**src/rtl/ul8_pkg.sv**
```systemverilog
// Shared definitions for the UL8 sequencer: bus source codes, opcodes,
// register codes, FSM state type and the load-strobe vector.
package ul8_pkg;

   localparam logic [2:0] SRC_AKKU = 3'd0;
   localparam logic [2:0] SRC_PC   = 3'd1;
   localparam logic [2:0] SRC_X    = 3'd2;
   localparam logic [2:0] SRC_Y    = 3'd3;
   localparam logic [2:0] SRC_AR   = 3'd4;
   localparam logic [2:0] SRC_IR   = 3'd5;
   localparam logic [2:0] SRC_MEM  = 3'd6;
   localparam logic [2:0] SRC_INC  = 3'd7;

   localparam logic [3:0] OP_NOP = 4'h0;
   localparam logic [3:0] OP_MOV = 4'h1;
   localparam logic [3:0] OP_LDI = 4'h2;
   localparam logic [3:0] OP_LD  = 4'h3;
   localparam logic [3:0] OP_JMP = 4'h4;
   localparam logic [3:0] OP_HLT = 4'hF;

   localparam logic [1:0] REG_AKKU = 2'd0;
   localparam logic [1:0] REG_X    = 2'd1;
   localparam logic [1:0] REG_Y    = 2'd2;
   localparam logic [1:0] REG_AR   = 2'd3;

   // Last micro-step of the fetch sequence (F2); it hands over to EXEC.
   localparam logic [2:0] STEP_F_LAST = 3'd2;

   typedef enum logic [1:0] {
      FETCH = 2'd0,
      EXEC  = 2'd1,
      HALT  = 2'd2
   } state_t;

   typedef struct packed {
      logic akku;
      logic pc;
      logic x;
      logic y;
      logic ar;
      logic ir;
   } loads_t;

   localparam loads_t LD_NONE = '0;

   function automatic logic [2:0] reg_to_sel(input logic [1:0] code);
      case (code)
         REG_AKKU: return SRC_AKKU;
         REG_X:    return SRC_X;
         REG_Y:    return SRC_Y;
         default:  return SRC_AR;
      endcase
   endfunction

   function automatic loads_t reg_to_load(input logic [1:0] code);
      loads_t l;
      l = LD_NONE;
      case (code)
         REG_AKKU: l.akku = 1'b1;
         REG_X:    l.x    = 1'b1;
         REG_Y:    l.y    = 1'b1;
         default:  l.ar   = 1'b1;
      endcase
      return l;
   endfunction

endpackage

```
**src/rtl/ul8_decode.sv**
```systemverilog
// Combinational micro-op decoder: maps state, micro-step and IR to the bus
// select, load strobes and sequencing hints consumed by control_unit.
module ul8_decode
   import ul8_pkg::*;
#(
   parameter bit HALT_ON_ILLEGAL = 1'b0
) (
   input  state_t     i_state,
   input  logic [2:0] i_step,
   input  logic [7:0] i_ir,
   output logic [2:0] o_bus_sel,
   output loads_t     o_loads,
   output logic       o_last_step,
   output logic       o_to_halt,
   output logic       o_illegal
);

   logic [3:0] w_opcode;
   logic [1:0] w_dst;
   logic [1:0] w_src;

   assign w_opcode = i_ir[7:4];
   assign w_dst    = i_ir[3:2];
   assign w_src    = i_ir[1:0];

   // NOTE: every output gets a default before the case so no path can leave
   // one unassigned; that is what keeps this block free of inferred latches.
   always_comb begin
      o_bus_sel   = SRC_AKKU;
      o_loads     = LD_NONE;
      o_last_step = 1'b1;
      o_to_halt   = 1'b0;
      o_illegal   = 1'b0;

      case (i_state)
         FETCH: begin
            case (i_step)
               3'd0: begin
                  o_bus_sel   = SRC_PC;
                  o_loads.ar  = 1'b1;
                  o_last_step = 1'b0;
               end
               3'd1: begin
                  o_bus_sel   = SRC_MEM;
                  o_loads.ir  = 1'b1;
                  o_last_step = 1'b0;
               end
               3'd2: begin
                  o_bus_sel  = SRC_INC;
                  o_loads.pc = 1'b1;
               end
               default: ;
            endcase
         end

         EXEC: begin
            case (w_opcode)
               OP_NOP: ;
               OP_MOV: begin
                  if (i_step == 3'd0) begin
                     o_bus_sel = reg_to_sel(w_src);
                     if (w_src != w_dst) o_loads = reg_to_load(w_dst);
                  end
               end
               OP_LDI: begin
                  case (i_step)
                     3'd0: begin
                        o_bus_sel   = SRC_PC;
                        o_loads.ar  = 1'b1;
                        o_last_step = 1'b0;
                     end
                     3'd1: begin
                        o_bus_sel   = SRC_MEM;
                        o_loads     = reg_to_load(w_dst);
                        o_last_step = 1'b0;
                     end
                     3'd2: begin
                        o_bus_sel  = SRC_INC;
                        o_loads.pc = 1'b1;
                     end
                     default: ;
                  endcase
               end
               OP_LD: begin
                  // Indirect: the operand byte is an address, reloaded into ar.
                  case (i_step)
                     3'd0: begin
                        o_bus_sel   = SRC_PC;
                        o_loads.ar  = 1'b1;
                        o_last_step = 1'b0;
                     end
                     3'd1: begin
                        o_bus_sel   = SRC_MEM;
                        o_loads.ar  = 1'b1;
                        o_last_step = 1'b0;
                     end
                     3'd2: begin
                        o_bus_sel   = SRC_MEM;
                        o_loads     = reg_to_load(w_dst);
                        o_last_step = 1'b0;
                     end
                     3'd3: begin
                        o_bus_sel  = SRC_INC;
                        o_loads.pc = 1'b1;
                     end
                     default: ;
                  endcase
               end
               OP_JMP: begin
                  case (i_step)
                     3'd0: begin
                        o_bus_sel   = SRC_PC;
                        o_loads.ar  = 1'b1;
                        o_last_step = 1'b0;
                     end
                     3'd1: begin
                        o_bus_sel  = SRC_MEM;
                        o_loads.pc = 1'b1;
                     end
                     default: ;
                  endcase
               end
               OP_HLT: o_to_halt = (i_step == 3'd0);
               default: begin
                  if (i_step == 3'd0) begin
                     o_illegal = 1'b1;
                     o_to_halt = HALT_ON_ILLEGAL;
                  end
               end
            endcase
         end

         HALT:    o_last_step = 1'b0;
         default: ;
      endcase
   end

endmodule

```
**src/rtl/control_unit.sv**
```systemverilog
// UL8 bus sequencer: holds the fetch/execute state and micro-step, and drives
// bus_sel plus one register load strobe per cycle from ul8_decode.
module control_unit
   import ul8_pkg::*;
#(
   parameter bit HALT_ON_ILLEGAL = 1'b0
) (
   input  logic       clk,
   input  logic       rst_n,
   input  logic [7:0] ir,
   output logic [2:0] bus_sel,
   output logic       akku_load,
   output logic       pc_load,
   output logic       x_load,
   output logic       y_load,
   output logic       ar_load,
   output logic       ir_load,
   output logic       halted,
   output logic       illegal,
   output logic [2:0] step
);

   state_t     r_state;
   state_t     w_next_state;
   logic [2:0] r_step;
   logic [2:0] w_next_step;

   logic [2:0] w_sel;
   loads_t     w_loads;
   logic       w_last_step;
   logic       w_to_halt;
   logic       w_illegal;

   ul8_decode #(
      .HALT_ON_ILLEGAL(HALT_ON_ILLEGAL)
   ) u_decode (
      .i_state    (r_state),
      .i_step     (r_step),
      .i_ir       (ir),
      .o_bus_sel  (w_sel),
      .o_loads    (w_loads),
      .o_last_step(w_last_step),
      .o_to_halt  (w_to_halt),
      .o_illegal  (w_illegal)
   );

   // NOTE: state registers use non-blocking assignments so every flop samples
   // the pre-edge values, independent of the order the blocks are evaluated.
   always_ff @(posedge clk or negedge rst_n) begin
      if (!rst_n) begin
         r_state <= FETCH;
         r_step  <= 3'd0;
      end else begin
         r_state <= w_next_state;
         r_step  <= w_next_step;
      end
   end

   always_comb begin
      w_next_state = r_state;
      w_next_step  = 3'(r_step + 3'd1);
      case (r_state)
         FETCH: begin
            if (w_last_step) begin
               // Only a genuine F2 proceeds; a stray step value restarts fetch.
               w_next_state = (r_step == STEP_F_LAST) ? EXEC : FETCH;
               w_next_step  = 3'd0;
            end
         end
         EXEC: begin
            if (w_last_step) begin
               w_next_state = w_to_halt ? HALT : FETCH;
               w_next_step  = 3'd0;
            end
         end
         HALT: w_next_step = 3'd0;
         default: begin
            w_next_state = FETCH;
            w_next_step  = 3'd0;
         end
      endcase
   end

   // Outputs are gated by rst_n itself so they read idle for the whole reset.
   always_comb begin
      bus_sel   = SRC_AKKU;
      akku_load = 1'b0;
      pc_load   = 1'b0;
      x_load    = 1'b0;
      y_load    = 1'b0;
      ar_load   = 1'b0;
      ir_load   = 1'b0;
      halted    = 1'b0;
      illegal   = 1'b0;
      if (rst_n) begin
         bus_sel   = w_sel;
         akku_load = w_loads.akku;
         pc_load   = w_loads.pc;
         x_load    = w_loads.x;
         y_load    = w_loads.y;
         ar_load   = w_loads.ar;
         ir_load   = w_loads.ir;
         halted    = (r_state == HALT);
         illegal   = w_illegal;
      end
   end

   assign step = r_step;

   a_one_load : assert property (@(posedge clk) disable iff (!rst_n)
      $onehot0({akku_load, pc_load, x_load, y_load, ar_load, ir_load}));

endmodule

```
**config.mk**
```make
export PLATFORM = sky130hd
export DESIGN_NAME = control_unit
export DESIGN_NICKNAME = d
export VERILOG_FILES = /design/src/rtl/ul8_pkg.sv /design/src/rtl/ul8_decode.sv /design/src/rtl/control_unit.sv
export SDC_FILE = /design/constraint.sdc
export NUM_CORES = 1
export LEC_CHECK = 0
export BUFFER_PORTS_ARGS = -buffer_cell sky130_fd_sc_hd__buf_2
export CAP_MARGIN = 10
export CORE_UTILIZATION = 29
export CTS_BUF_LIST = sky130_fd_sc_hd__clkbuf_8 sky130_fd_sc_hd__clkbuf_16
export CTS_CLUSTER_SIZE = 25
export DETAILED_ROUTE_END_ITERATION = 6
export PLACE_DENSITY = 0.46
export SYNTH_ARGS = -nofsm -noshare
export SYNTH_HDL_FRONTEND = slang
export SYNTH_SLANG_ARGS = --single-unit
```
**constraint.sdc**
```tcl
create_clock -name clk -period 2.95 [get_ports clk]
set_input_delay 0.4425 -clock clk [delete_from_list [all_inputs] [get_ports clk]]
set_output_delay 0.4425 -clock clk [all_outputs]
set_load 0.05 [all_outputs]
```
==> impl_results.md, run 1 <==
* DR vias at 843
* Antenna cell count at 0
* Clock network fraction of design power at 12.7%
* RR Startpoint: step[0]$_DFF_PN0_
* Part of the power in registers at 15.2%
* Crit start category: flip-flop
* Hold WC Path Type: primary input to async pin
* First-pass GRT wire length at 3.450 mm
* Clock latency on the worst-skew pair at 0.22 ns
* Design area at 1002 sq um
* Clk sinks at 5
* Vias in the first global route at 726
* Post-CTS Resized at 0
* Grt ovf at 0
* Max-Cap Viols at 0
* RSZ-0062 raised after global routing: no
* Prevailing post-synth register cell: dfrtp_1
* Die area at 3132 sq um
* Setup TNS at 0 ns
* Clock buffer depth at 2
* Worst ir drop on vdd at 569.9 uV
* Total GRT Usage at 14.13%
* Drc violations at 0
* Initial antenna violation count at 0
* Top cells by area, synth: dfrtp_1, ha_1, nand2b_1
* Final net count at 140
* I/O pin count at 24
* Cells after synthesis at 103
* Worst setup path endpoint: x_load
* Layout Area Growth over Synthesis at 18.67%
* Sw Pwr at 0.5584 mW
* Critical Path AT at 2.22 ns
* Crit Reg-Reg Endpoint: step[1]$_DFF_PN0_
* Post-synth top area share at 14.81%
* Worst EP required at 2.51 ns
* Input/output buffers at 23
* CP Capture Type: output port
* Final Slew Violations at 0
* Number of flops mapped to enable cells by yosys at 0
* Clk pin slew, worst setup/hold paths at 0.03 ns
* Initial Util at 30.63%
* Drt first pass iters at 4
* Post-synthesis cell type count at 47
* WL/cell at 14.20 um
* Vert. Die Dim at 55.97 um
* Largest area contributor in the netlist: dfrtp_1
* Placed Area at 957.2 sq um
* GP Congestion at 0.7774
* Post-CTS Setup Inserts at 0
* Sequential share of the synthesized area at 14.81%
* LEAKAGE at 0.4258 nW
* Top-count cell post-synth: nand2_1
* Standard-cell rows at 19
* Combinational share of power at 72.0%
* Worst slew pin tran at 0.4515 ns
* P_int at 0.3846 mW
* Setup crit start: step[0]$_DFF_PN0_
* Asr flop ratio synth at 100.0%
* Slew margin rel. at 69.82%
* Hold Buf Count CTS at 0
* Switching part of the total at 59.21%
* Post-route ant nets at 0
* Mean Syn Cell Area at 8.200 sq um
* Die width at 55.97 um
* Syn Nets at 120
* Pin count of the biggest net entering global routing at 14
* Core box area at 2758 sq um
* Clk root buf: clkbuf_8
* Critical path class: flip-flop to output port
* R2R setup slack at 1.33 ns
* Synth warn at 0
* Final hold violations at 0
* CP max FO at 5
* Synth cell count leaders: nand2_1, ha_1, nand2b_1, nor2_1, nor3_1
* Fraction of layout cells with a size suffix above 1 at 32.79%
* Fmax at 0.3760 GHz
* CTS HTree Levels at 1
* Status: complete, no violations
* Drt first-iter violations at 34
* Number of CTS-inserted buffers at 3
* Post-layout min period at 2.659 ns
* Yosys reg bits at 5
* Final cycle utilization of the critical path at 90.15%
* Post-synth design cell area at 844.6 sq um
* Final WL at 2.173 mm
* Final setup vio count at 0
* HPWL after DPL at 1.639 mm
* Worst R2R Path Depth at 6
* Avg Vias per Cell at 5.510
* PwrDens at 940.9 nW/um^2
* Fin util at 36.34%
* CTS tree: done
* Worst Skew at 0.0005563 ns
-- state kept, by name, indices dropped and copies added (netlist names) --
signal,flops
r_state,2
step,3
-- cell families after synthesis --
logic type / after synthesis / share of synthesized area [%]
adder cells (fa/ha/maj): 7 / 10.37
XOR/XNOR: 2 / 2.964
AO/OA/AOI/OAI: 28 / 26.82
AND/OR/NAND/NOR: 46 / 34.96
buffers and inverters: 14 / 8.889
flip-flops: 5 / 14.81
multiplexers: 1 / 1.185
-- critical path, cell delays in order (launching register included) --
cell,delay (ns)
dfrtp_1,0.41
inv_1,0.10
ha_1,0.23
nand2b_1,0.21
a2111oi_4,0.40
o21bai_2,0.16
nor3b_2,0.20
buf_2,0.28
-- through the flow --
| step | worst slack [ns] | power [mW] | hold WS (ns) | cells |
|---|---|---|---|---|
| final | 0.2906 | 0.9430 | 0.06226 | 153 |
| after global placement | 0.6224 | 0.8286 | 0.2880 | 149 |
| after CTS | 0.2633 | 0.9520 | 0.05537 | 153 |
| after global routing | 0.1147 | 1.021 | 0.05789 | 153 |
| after detailed placement | 0.5062 | 0.8239 | 0.2896 | 149 |
| after floorplan | 0.1708 | 0.6777 | 0.1469 | 103 |
-- worst min-delay path by stage --
stage	startpoint	end
3_3_place_gp	rst_n	r_state[1]$_DFFE_PN0P_
6_report	rst_n	r_state[1]$_DFFE_PN0P_
2_1_floorplan	rst_n	r_state[0]$_DFFE_PN0P_
5_1_grt	rst_n	r_state[0]$_DFFE_PN0P_
3_5_place_dp	rst_n	r_state[1]$_DFFE_PN0P_
4_1_cts	rst_n	r_state[1]$_DFFE_PN0P_
-- area by class of cell --
cell class	count	area (sq um)
fill	299	1755
clock buffer	3	41.29
sequential	5	125.1
tap	31	38.79
inverter	6	22.52
clock inverter	1	3.754
timing repair buffer	23	115.1
multi-input combinational	84	655.6
-- power by group through the flow --
stage               Sequential (mW)  Combinational, mW  Clock (mW)
floorplan                     0.187              0.491           0
finish                        0.144              0.679       0.120
global placement              0.141              0.688           0
detailed placement            0.143              0.681           0
CTS                           0.143              0.684       0.124
global route                  0.152              0.737       0.132
-- per-layer routing --
metal	wire length, um	GRT usage, %	vias to the layer above
li1	-	-	420
met1	1069	19.63	390
met2	992	21.26	29
met3	83	1.860	4
met4	27	7.317	0
met5	0	0	-
-- placed cells by master (no fill, tap or decap), types with 4 or more instances in the layout --
master     n
buf_2     23
nand2_1    9
nand2b_1   7
nor2_1     7
ha_1       7
inv_1      6
nor3_1     5
dfrtp_1    5
a21oi_1    4
Note: power is estimated with default switching activity, not from simulation.
==> run 2, diff against run 1 <==
- CORE_UTILIZATION: 29 -> 55
- PLACE_DENSITY: 0.46 -> 0.8
==> impl_results.md, run 2 (same netlist as run 1, synthesis figures left out) <==
* Total GRT Usage at 26.01% (was 14.13%)
* CTS tree: done (unchanged)
* Vert. Die Dim at 41.19 um (was 55.97 um)
* Switching part of the total at 59.02% (was 59.21%)
* Clk root buf: clkbuf_8 (unchanged)
* Worst slew pin tran at 0.3926 ns (was 0.4515 ns)
* Clk sinks at 5 (unchanged)
* Max-Cap Viols at 0 (unchanged)
* Max incr delay on CP at 0.43 ns (was 0.41 ns)
* Final WL at 1.932 mm (was 2.173 mm)
* Critical path's top delay family: compound AO/OA/AOI/OAI gates (unchanged)
* I/O pin count at 24 (unchanged)
* Worst Skew at 0.0005939 ns (was 0.0005563 ns)
* Worst R2R Path Depth at 6 (unchanged)
* Antenna cell count at 0 (unchanged)
* Initial Util at 61.81% (was 30.63%)
* Final cycle utilization of the critical path at 89.63% (was 90.15%)
* Max reg flops at 3 (unchanged)
* Combinational share of power at 72.3% (was 72.0%)
* PwrDens at 957.6 nW/um^2 (was 940.9 nW/um^2)
* Hold slack at 0.06039 ns (was 0.06226 ns)
* WL/cell at 14.10 um (was 14.20 um)
* Crit start category: flip-flop (unchanged)
* Final hold violations at 0 (unchanged)
* Critical Path AT at 2.20 ns (was 2.22 ns)
* CTS HTree Levels at 1 (unchanged)
* Clock network fraction of design power at 12.6% (was 12.7%)
* RR Startpoint: step[0]$_DFF_PN0_ (unchanged)
* GP Congestion at 0.8900 (was 0.7774)
* Hold Buf Count CTS at 0 (unchanged)
* LEAKAGE at 0.4258 nW (unchanged)
* Final net count at 140 (unchanged)
* Critical path class: flip-flop to output port (unchanged)
* Setup TNS at 0 ns (unchanged)
* RSZ-0062 raised after global routing: no (unchanged)
* Drc violations at 0 (unchanged)
* Critical path cell sequence: inv_1 > ha_1 > nand2b_1 > a2111oi_4 > o21bai_2 > nor3b_2 > buf_2 (unchanged)
* Fraction of layout cells with a size suffix above 1 at 32.79% (unchanged)
* Core box area at 1366 sq um (was 2758 sq um)
* Post-route ant nets at 0 (unchanged)
* Most common cell after layout, fill and taps aside: buf_2 (unchanged)
* Critical-path top delay cell: a2111oi_4 (was dfrtp_1)
* Fmax at 0.3782 GHz (was 0.3760 GHz)
* Clock buffer depth at 2 (unchanged)
* P_int at 0.3854 mW (was 0.3846 mW)
* Initial antenna violation count at 0 (unchanged)
* Most frequent cells in the layout: buf_2, nand2_1, nand2b_1, nor2_1, ha_1 (unchanged)
* Pin count of the biggest net entering global routing at 14 (unchanged)
* CP max FO at 5 (unchanged)
* Standard-cell rows at 13 (was 19)
* Instance count on the critical path at 7 (unchanged)
* Crit Reg-Reg Endpoint: step[2]$_DFF_PN0_ (was step[1]$_DFF_PN0_)
* R2R setup slack at 1.35 ns (was 1.33 ns)
* Slew margin rel. at 73.76% (was 69.82%)
* First-pass GRT wire length at 2.884 mm (was 3.450 mm)
* HPWL after DPL at 1.483 mm (was 1.639 mm)
* Worst ir drop on vdd at 795.8 uV (was 569.9 uV)
* Drt first-iter violations at 18 (was 34)
* Final Slew Violations at 0 (unchanged)
* Status: complete, no violations (unchanged)
* Avg Vias per Cell at 6.102 (was 5.510)
* Post-layout min period at 2.644 ns (was 2.659 ns)
* CP Capture Type: output port (unchanged)
* Final setup vio count at 0 (unchanged)
* Sw Pwr at 0.5551 mW (was 0.5584 mW)
* Part of the power in registers at 15.1% (was 15.2%)
* Post-CTS Setup Inserts at 0 (unchanged)
* Die width at 41.19 um (was 55.97 um)
* Vias in the first global route at 670 (was 726)
* Die area at 1696 sq um (was 3132 sq um)
* Worst Path Buf+Inv at 2 (unchanged)
* Clk pin slew, worst setup/hold paths at 0.03 ns (about the same)
* Clock latency on the worst-skew pair at 0.22 ns (about the same)
* DR vias at 836 (was 843)
* Input/output buffers at 23 (unchanged)
* Post-CTS Resized at 0 (unchanged)
* Number of CTS-inserted buffers at 3 (unchanged)
* Grt ovf at 0 (unchanged)
* Worst EP required at 2.51 ns (about the same)
* Drt first pass iters at 4 (unchanged)
* Layout Area Growth over Synthesis at 16.30% (was 18.67%)
* Hold WC Path Type: primary input to async pin (unchanged)
==> run 2: cell counts in the layout (fill, tap and decap cells not counted) <==
Identical to the previous run, type by type.
==> run 2: worst max path at each step <==
stage,start,end
after floorplan,step[0]$_DFF_PN0_,ar_load
after global placement,step[0]$_DFF_PN0_,x_load
after detailed placement,step[0]$_DFF_PN0_,x_load
after CTS,step[0]$_DFF_PN0_,x_load
after global routing,step[0]$_DFF_PN0_,x_load
final,step[0]$_DFF_PN0_,x_load
==> run 2: cell type report <==
cell class,count,area (sq um)
clock buffer,3,41.29
clock inverter,1,3.754
fill,117,384.1
inverter,6,22.52
multi-input combinational,84,655.6
sequential,5,125.1
tap,15,18.77
timing repair buffer,23,115.1
==> run 2: per-stage QoR <==
step	util, %	power [mW]	std cells	instance area [sq um]	setup WS, ns
after global placement	68.59	0.8050	133	937.1	0.6573
after detailed placement	68.59	0.8095	133	937.1	0.5434
after floorplan	-	0.6777	103	855.8	0.1708
final	71.89	0.9406	137	982.2	0.3058
after global routing	71.89	1.009	137	982.2	0.1591
after CTS	71.89	0.9376	137	982.2	0.3070
==> run 2: layer usage <==
layer,global-route usage [%],up-vias,part of all wire [%]
met1,30.92,395,45
met5,0,-,0
li1,-,417,-
met2,46.88,24,51
met3,4.348,0,3.9
met4,8.065,0,0
==> run 2: power groups by stage <==
stage | combinational (mW) | clock [mW] | sequential, mW
after global placement | 0.666 | 0 | 0.139
after CTS | 0.675 | 0.121 | 0.141
after floorplan | 0.491 | 0 | 0.187
after global routing | 0.736 | 0.125 | 0.148
final | 0.680 | 0.119 | 0.142
after detailed placement | 0.668 | 0 | 0.141
==> run 2: worst reg2reg max path: cells and delay by family (launching register included) <==
| family | cells | cell delay [ns] |
|---|---|---|
| DFF | 1 | 0.41 |
| buffers and inverters | 1 | 0.11 |
| adders and majority gates | 1 | 0.32 |
| AOI/OAI and AO/OA | 4 | 0.68 |
==> run 3, diff against run 2 <==
- CORE_UTILIZATION: 55 -> 44
- PLACE_DENSITY: 0.8 -> 0.65
==> impl_results.md, run 3 (same netlist as run 1, synthesis figures left out) <==
* Worst slew pin tran at 0.3772 ns (was 0.3926 ns)
* Die width at 45.81 um (was 41.19 um)
* Post-layout min period at 2.640 ns (was 2.644 ns)
* Worst Path Buf+Inv at 2 (unchanged)
* Layout Area Growth over Synthesis at 17.78% (was 16.30%)
* WL met1 at 863 um (was 870 um)
* Antenna cell count at 0 (unchanged)
* Final Non-Filler Cells at 147 (was 137)
* HPWL after DPL at 1.459 mm (was 1.483 mm)
* Clk pin slew, worst setup/hold paths at 0.03 ns (about the same)
* Die area at 2099 sq um (was 1696 sq um)
* CTS HTree Levels at 1 (unchanged)
* Drt first pass iters at 4 (unchanged)
* Initial antenna violation count at 0 (unchanged)
* Final net count at 140 (unchanged)
* Most common cell after layout, fill and taps aside: buf_2 (unchanged)
* Placed Cells incl. Taps at 143 (was 133)
* Grt ovf at 0 (unchanged)
* Hold Buf Count CTS at 0 (unchanged)
* Critical path's top delay family: compound AO/OA/AOI/OAI gates (unchanged)
* PwrDens at 941.2 nW/um^2 (was 957.6 nW/um^2)
* Final WS setup at 0.3101 ns (was 0.3058 ns)
* RSZ-0062 raised after global routing: no (unchanged)
* Worst ir drop on vdd at 569.7 uV (was 795.8 uV)
* Pin count of the biggest net entering global routing at 14 (unchanged)
* Final setup vio count at 0 (unchanged)
* Fraction of layout cells with a size suffix above 1 at 32.79% (unchanged)
* Final Slew Violations at 0 (unchanged)
* Top routing layer used: met4 (was met3)
* Fmax at 0.3788 GHz (was 0.3782 GHz)
* Clk root buf: clkbuf_8 (unchanged)
* Total GRT Usage at 19.25% (was 26.01%)
* CP max FO at 5 (unchanged)
* Critical path class: flip-flop to output port (unchanged)
* WL/cell at 12.59 um (was 14.10 um)
* Vert. Die Dim at 45.81 um (was 41.19 um)
* Slew margin rel. at 74.79% (was 73.76%)
* Worst Skew at 0.001027 ns (was 0.0005939 ns)
* Hold WC Path Type: primary input to async pin (unchanged)
* WL met2 at 905 um (was 985 um)
* LEAKAGE at 0.4258 nW (unchanged)
* Drt first-iter violations at 14 (was 18)
* Final WL at 1.850 mm (was 1.932 mm)
* Pwr Total at 0.9362 mW (was 0.9406 mW)
* Avg Vias per Cell at 5.592 (was 6.102)
* Max reg flops at 3 (unchanged)
* Critical path cell sequence: inv_1 > ha_1 > nand2b_1 > a2111oi_4 > o21bai_2 > nor3b_2 > buf_2 (unchanged)
* Clk sinks at 5 (unchanged)
* I/O pin count at 24 (unchanged)
* Critical Path AT at 2.20 ns (about the same)
* Max incr delay on CP at 0.41 ns (was 0.43 ns)
* First-pass GRT wire length at 3.001 mm (was 2.884 mm)
* Clock latency on the worst-skew pair at 0.22 ns (about the same)
* Input/output buffers at 23 (unchanged)
* Critical-path top delay cell: dfrtp_1 (was a2111oi_4)
* Vias in the first global route at 708 (was 670)
* Final cycle utilization of the critical path at 89.49% (was 89.63%)
* Clock buffer depth at 2 (unchanged)
* Multi-input gate area at 655.6 sq um (unchanged)
* Setup TNS at 0 ns (unchanged)
* Post-CTS Resized at 0 (unchanged)
* Worst EP required at 2.51 ns (about the same)
* CTS tree: done (unchanged)
* FF+latch area at 125.1 sq um (unchanged)
* Initial Util at 47.87% (was 61.81%)
* Max-Cap Viols at 0 (unchanged)
* CP Capture Type: output port (unchanged)
* Crit start category: flip-flop (unchanged)
* DR vias at 822 (was 836)
* Drc violations at 0 (unchanged)
* Filler Cells Inserted at 176 (was 117)
* Post-CTS Setup Inserts at 0 (unchanged)
* GP Congestion at 0.8320 (was 0.8900)
* Status: complete, no violations (unchanged)
* Pre-CTS setup slack at 0.5423 ns (was 0.5434 ns)
* Final hold violations at 0 (unchanged)
* Standard-cell rows at 15 (was 13)
* Core box area at 1764 sq um (was 1366 sq um)
* Most frequent cells in the layout: buf_2, nand2_1, nand2b_1, nor2_1, ha_1 (unchanged)
* DR WL met3 at 58 um (was 76 um)
* Number of CTS-inserted buffers at 3 (unchanged)
* Post-route ant nets at 0 (unchanged)
## run 3: cell counts in the layout (fill, tap and decap cells not counted)
No cell type changed its count.
## run 3: final cells by class
class	instances	share of cell area, %
inverter	6	2.264
clock buffer	3	4.151
clock inverter	1	0.3774
sequential	5	12.58
timing repair buffer	23	11.57
tap	25	3.145
multi-input combinational	84	65.91
## run 3: where the power goes
group	internal (mW)	leakage (nW)	switching [mW]	total (mW)
logic	0.199	0.332	0.474	0.673
registers	0.0976	0.0666	0.0449	0.142
clock network	0.0890	0.0269	0.0320	0.121
total	0.385	0.426	0.551	0.936
## run 3: final timing paths
kind | start | endpoint | slack (ns) | cells past startpoint
worst max-delay path | step[0]$_DFF_PN0_ | x_load | 0.31 | 7
worst min-delay path | rst_n | r_state[1]$_DFFE_PN0P_ | 0.06 | 1
worst max register to register | step[0]$_DFF_PN0_ | step[2]$_DFF_PN0_ | 1.40 | 6
worst min register to register | step[0]$_DFF_PN0_ | step[0]$_DFF_PN0_ | 0.51 | 1
max in group asynchronous | rst_n | step[1]$_DFF_PN0_ | 2.73 | 1
min in group clk | step[0]$_DFF_PN0_ | step[0]$_DFF_PN0_ | 0.51 | 1
## run 3: per-stage QoR
step | hold slack (ns) | util (%) | area, sq um
global placement | 0.2840 | 53.83 | 949.7
detailed placement | 0.2873 | 53.83 | 949.7
floorplan | 0.1469 | - | 855.8
global route | 0.06739 | 56.38 | 994.7
CTS | 0.05306 | 56.38 | 994.7
finish | 0.05507 | 56.38 | 994.7
## run 3: per-layer routing
metal  track usage [%]  vias up
li1                  -      421
met1             25.78      379
met2             32.29       20
met3             1.190        2
met4             7.059        0
met5                 0        -
